`src/rtl/instr_fetch.sv`:
```
// -----------------------------------------------------------------------------
// instr_fetch
//   Fetch stage in front of the opcode decoder. Owns the PC, fetches 32-bit
//   words from instruction memory over a req/ack handshake and hands each
//   word, with its PC, to decode through if_valid/stall. A one-entry skid
//   buffer catches a word that returns while decode is stalled. redirect
//   steers the PC on a taken branch/jump.
//
//   Optional feature: define FETCH_OPCODE_CHECK_EN to register an
//   illegal-opcode flag alongside each delivered word. Without it,
//   if_illegal is tied low.
//
// Ports
//   clk, rst_n       clock (rising edge), asynchronous active-low reset
//   imem_req/addr    fetch request and address (registered sources only)
//   imem_ack/rdata   completion and instruction word
//   redirect_valid   refetch from redirect_pc (beats stall and ack)
//   stall            decode cannot accept; outputs hold
//   if_valid/instr/pc/op/illegal   word presented to decode
//
// state | meaning
// ------+-----------------------------------------------------------
// FETCH | request outstanding at pc (once out of reset)
// FULL  | output and skid both occupied, no request
// DRAIN | request at a stale address in flight after redirect; data dropped
// -----------------------------------------------------------------------------
module instr_fetch #(
    parameter int                ADDR_W   = 32,
    parameter logic [ADDR_W-1:0] RESET_PC = '0,
    parameter int                PC_STEP  = 4
) (
    input  logic              clk,
    input  logic              rst_n,
    output logic              imem_req,
    output logic [ADDR_W-1:0] imem_addr,
    input  logic              imem_ack,
    input  logic [31:0]       imem_rdata,
    input  logic              redirect_valid,
    input  logic [ADDR_W-1:0] redirect_pc,
    input  logic              stall,
    output logic              if_valid,
    output logic [31:0]       if_instr,
    output logic [ADDR_W-1:0] if_pc,
    output logic [5:0]        if_op,
    output logic              if_illegal
);

    typedef enum logic [1:0] {
        ST_FETCH = 2'd0,
        ST_FULL  = 2'd1,
        ST_DRAIN = 2'd2
    } state_t;

    state_t            state;
    state_t            state_nxt;
    logic              req_en;      // holds off the first request until after reset release
    logic [ADDR_W-1:0] pc;
    logic [ADDR_W-1:0] drain_addr;
    logic [31:0]       skid_instr;
    logic [ADDR_W-1:0] skid_pc;

    logic              ack_taken;
    logic              out_free;
    logic              load_fetch;
    logic              load_skid;
    logic              fill_skid;
    logic              drop_out;
    logic [31:0]       load_instr;
    logic [ADDR_W-1:0] load_pc;
    logic [ADDR_W-1:0] pc_inc;

    assign ack_taken  = imem_req && imem_ack;
    assign out_free   = !if_valid || !stall;
    assign pc_inc     = pc + ADDR_W'(PC_STEP);

    assign load_fetch = !redirect_valid && (state == ST_FETCH) && ack_taken && out_free;
    assign fill_skid  = !redirect_valid && (state == ST_FETCH) && ack_taken && !out_free;
    assign load_skid  = !redirect_valid && (state == ST_FULL) && !stall;
    assign drop_out   = redirect_valid || (if_valid && !stall && !load_fetch && !load_skid);

    assign load_instr = load_skid ? skid_instr : imem_rdata;
    assign load_pc    = load_skid ? skid_pc    : pc;

    // state register
    always_ff @(posedge clk or negedge rst_n) begin
        if (!rst_n) begin
            state <= ST_FETCH;
        end else begin
            state <= state_nxt;
        end
    end

    // next state
    always_comb begin
        state_nxt = state;
        case (state)
            ST_FETCH: begin
                if (redirect_valid) begin
                    // An unacked request must finish before the new target goes out.
                    state_nxt = (imem_req && !imem_ack) ? ST_DRAIN : ST_FETCH;
                end else if (fill_skid) begin
                    state_nxt = ST_FULL;
                end
            end
            ST_FULL: begin
                if (redirect_valid || !stall) begin
                    state_nxt = ST_FETCH;
                end
            end
            ST_DRAIN: begin
                // The stale request completes on ack even if another redirect lands.
                if (imem_ack) begin
                    state_nxt = ST_FETCH;
                end
            end
            default: state_nxt = ST_FETCH;
        endcase
    end

    // outputs: decoded from registers only
    always_comb begin
        imem_req  = req_en && (state != ST_FULL);
        imem_addr = (state == ST_DRAIN) ? drain_addr : pc;
    end

    always_ff @(posedge clk or negedge rst_n) begin
        if (!rst_n) begin
            req_en     <= 1'b0;
            pc         <= RESET_PC;
            drain_addr <= RESET_PC;
            skid_instr <= '0;
            skid_pc    <= '0;
            if_valid   <= 1'b0;
            if_instr   <= '0;
            if_pc      <= '0;
        end else begin
            req_en <= 1'b1;

            if (redirect_valid) begin
                pc <= redirect_pc;
            end else if ((state == ST_FETCH) && ack_taken) begin
                pc <= pc_inc;
            end

            if (redirect_valid && (state == ST_FETCH)) begin
                drain_addr <= pc;
            end

            if (fill_skid) begin
                skid_instr <= imem_rdata;
                skid_pc    <= pc;
            end

            if (load_fetch || load_skid) begin
                if_valid <= 1'b1;
                if_instr <= load_instr;
                if_pc    <= load_pc;
            end else if (drop_out) begin
                if_valid <= 1'b0;
            end
        end
    end

    assign if_op = if_instr[31:26];

`ifdef FETCH_OPCODE_CHECK_EN
    function automatic logic op_illegal(input logic [5:0] op);
        case (op)
            6'd0, 6'd1, 6'd2, 6'd3, 6'd4,
            6'd10, 6'd11, 6'd12, 6'd13, 6'd14,
            6'd20, 6'd21, 6'd30, 6'd31: op_illegal = 1'b0;
            default:                    op_illegal = 1'b1;
        endcase
    endfunction

    always_ff @(posedge clk or negedge rst_n) begin
        if (!rst_n) begin
            if_illegal <= 1'b0;
        end else if (load_fetch || load_skid) begin
            if_illegal <= op_illegal(load_instr[31:26]);
        end else if (drop_out) begin
            if_illegal <= 1'b0;
        end
    end
`else
    assign if_illegal = 1'b0;
`endif

endmodule
```
`config.mk`:
```
export PLATFORM = sky130hd
export DESIGN_NAME = instr_fetch
export DESIGN_NICKNAME = d
export VERILOG_FILES = /design/src/rtl/instr_fetch.sv
export SDC_FILE = /design/constraint.sdc
export NUM_CORES = 1
export LEC_CHECK = 0
export ABC_AREA = 1
export BUFFER_PORTS_ARGS = -buffer_cell sky130_fd_sc_hd__buf_4
export CAP_MARGIN = 20
export CORE_MARGIN = 2
export CORE_UTILIZATION = 51
export CTS_CLUSTER_SIZE = 16
export DETAILED_ROUTE_END_ITERATION = 16
export PLACE_DENSITY_LB_ADDON = 0.05
export SETUP_SLACK_MARGIN = 0.2
export SLEW_MARGIN = 30
export SYNTH_ARGS = -nofsm -noshare
export SYNTH_HDL_FRONTEND = slang
export SYNTH_SLANG_ARGS = --single-unit
```
`constraint.sdc`:
```
create_clock -name clk -period 1.4 [get_ports clk]
set_input_delay 0.21 -clock clk [delete_from_list [all_inputs] [get_ports clk]]
set_output_delay 0.21 -clock clk [all_outputs]
set_load 0.01 [all_outputs]
```
==> impl_results.md <==
* Status: finished with violations
* Failing checks: negative hold slack, negative setup slack
* Pint at 0.0124 W
* Reg clk slew, reported paths at roughly 0.080 ns
* Vias in the first global route at 9523
* Period utilization at 1.46
* Met2 wire length at around 21 mm
* Synth Net Count at 1259
* Number of vias per cell at around 6.4
* Layout cells sized above 1 at 0.507
* Hold Path Class: primary input to flip-flop
* Nets at 1615
* TritonCTS Buffers at 17
* Buf+Inv Stages, Crit Path at 5
* Yosys top cell by area: dfrtp_1
* Grt ovf at 0
* Clock Latency Late Sink at 0.46 ns
* Crit Path Class: flip-flop to flip-flop
* Startpoint Class: flip-flop
* Drt pass-1 iters at 6
* Clock sink count at between 150 and 200
* First-pass GRT wire length at 50.9 mm
* # rows at 49
* Filler instances at 567
* Hold Path Depth at 3
* TritonCTS clock tree: built
* DP HPWL at 17.6 mm
* Die W at 139 um
* Placement Setup Slack at -0.254 ns
* Required @ worst endpoint at 1.72 ns
* Ports at 174
* Most frequent cells in the layout: nand2_1 (299), buf_4 (204), dfrtp_1 (195)
* CP Depth at 9
* Die area at around 0.02 mm^2
* Psw at 0.00700 W
* Seq cells post-synth at 196
* Max Fclk at a little under 500 MHz
* Synth async-reset ratio at 1.00
* Syn Area/Cell at roughly 7.9 um^2
* GR Util All Layers at 0.333
* Crit. End Element: flip-flop
* Area contributors post-synth: dfrtp_1 (52%), nand2_1 (16%), o21ai_0 (7.8%)
* Inst Count DP at 1601
* Worst Slack Setup Final at -0.639 ns
* DP Area at 0.0118 mm^2
* Post-route DRC at 0
* Most common cell after layout, fill and taps aside: nand2_1
* Initial core utilization at 0.521
* Post-Synthesis Cells at around 1200
* Synth cell types at 32
* Gate power share at 0.347
* Root Buffer: clkbuf_16
* Cell area after synthesis at ~0.0094 mm^2
* Fin crit period at between 2 and 2.5 ns
* Sw Share at 0.361
* Slowest stage delay, CP at roughly 0.44 ns
* Top metal layer carrying routed signals: met4
* Antenna Cells at 0
* Sequential power share at 0.392
* Core area at 0.0180 mm^2
* CP arrival at 2.35 ns
* Largest net degree at the start of global routing at 46
* Final setup vio count at 222
* Final Wtd Congestion at 0.890
* RSZ-0062 raised after global routing: true
* Max-slew violations at 0
* Leak Pwr at 8.03 nW
* Top delay family on crit path: buffers and inverters
* Initial drt markers at 1340
* Final ANT Viol Nets at 0
* Worst Skew at 0.0146 ns
* Routed via count at about 11000
* Area Growth Syn to Fin at 76.2%
* Final hold vios at 3
* Depth of the CTS H-tree at 4
* Worst-path fanout max at 9
* Die Y at 139 um
* Final Power at ~0.019 W
* Synthesis Warnings at 0
* Critical path, cell by cell: inv_4 -> buf_6 -> nor2_4 -> buf_6 -> nand3b_4 -> buf_12 -> buf_12 -> o21ai_0 -> o21ai_2
* Post-synth EDFFs at 0
* Worst R2R Path Depth at 9
* MaxCap Viol Count at 0
* Power per standard cell area at 1180 mW/mm^2
* Max Root-Sink Buffers at 2
* Initial antenna violation count at 0
* WL per Instance at 25.9 um
* Fin cells at 1785
* Crit path max-delay cell type: dfrtp_1
* Area share of the largest cell type after synthesis at 0.524
* Final WL at 46.2 mm
* Port-buffer cells at roughly 170
* Cell area after layout at 0.0165 mm^2
* Peak supply drop at 1060 uV
* Clock share of power at 0.261
* WHS at -0.00738 ns
* Sequential share of the synthesized area at 0.524
* Met3 Routed Length at 4.98 mm
* Post-synth top flop: dfrtp_1
* Met1 WL at 15.5 mm
## flip-flops by register name, summed over array words and instances, names as in the netlist
name / flops
if_pc: 32
req_en: 1
skid_pc: 32
pc: 32
state: 2
if_valid: 1
drain_addr: 32
skid_instr: 32
if_instr: 32
## cell usage after synthesis (all sizes together) (2+ instances only)
master  instances
o211ai          9
buf            44
conb            2
nand4           3
inv            86
a21oi          51
nor3            4
xor2            2
nor2          117
clkbuf         27
o21ai         208
nand3          43
dfrtp         196
nand2         390
## cell type report
cell class,instances,area (um^2),share of cell area
multi-input combinational,837,5510,0.334
clock inverter,13,145,0.00880
clock buffer,17,425,0.0258
inverter,87,367,0.0222
sequential,196,4910,0.298
timing repair buffer,404,4790,0.291
timing repair inverter,2,50.0,0.00304
tap,229,287,0.0174
## worst min-delay path, stage by stage
cell	delay, ns
buf_4	0.07
nand2_1	0.04
o211ai_1	0.08
## layer usage
layer | vias to the layer above | global-route usage
met5 | - | 0
met3 | 383 | 0.0609
li1 | 4552 | -
met4 | 0 | 0.134
met2 | 1030 | 0.550
met1 | 5384 | 0.437
## final timing paths
path	from	end	slack, ns
setup / recovery	state[0]	if_pc[22]	-0.64
hold / removal	redirect_pc[10]	pc[10]	-0.007
setup reg to reg	state[0]	if_pc[22]	-0.64
hold reg to reg	skid_pc[29]	skid_pc[29]	0.50
max in group asynchronous	rst_n	skid_instr[0]	0.53
min in group asynchronous	rst_n	if_pc[4]	0.22
## cells by family (layout without fill, tap and decap cells)
kind of cell	after synthesis	in the layout	synth area share
DFF	196	196	0.524
adders and majority gates	1	1	0.00134
AOI/OAI and AO/OA	271	271	0.158
other	2	2	0.000803
and+or+nand+nor	559	561	0.236
xor gates and xnor gates	2	2	0.00187
buffers and inverters	158	523	0.0773
## metrics by stage
step | setup TNS [ns] | utilization
5_1_grt | -98.83 | 0.918
3_3_place_gp | -6.54 | 0.655
4_1_cts | -56.43 | 0.796
3_5_place_dp | -9.37 | 0.655
6_report | -94.23 | 0.918
2_1_floorplan | -3.94 | -
## power groups by stage
stage / clock network [W] / registers [W] / logic, W
after detailed placement: 0 / 0.00732 / 0.00416
after floorplan: 0 / 0.00744 / 0.00203
after global routing: 0.00521 / 0.00763 / 0.00703
after global placement: 0 / 0.00730 / 0.00407
final: 0.00506 / 0.00761 / 0.00675
after CTS: 0.00485 / 0.00730 / 0.00479
## what timing repair did
item                       4_1_cts  5_1_grt
setup buffers                   31       67
hold buffers                     7        0
setup endpoints to repair      249      291
pin swaps                       21       54
gates cloned                    34       15
gates resized for setup        240      388
hold endpoints to repair       172        0
No activity file was read; power rests on OpenSTA's default activity.
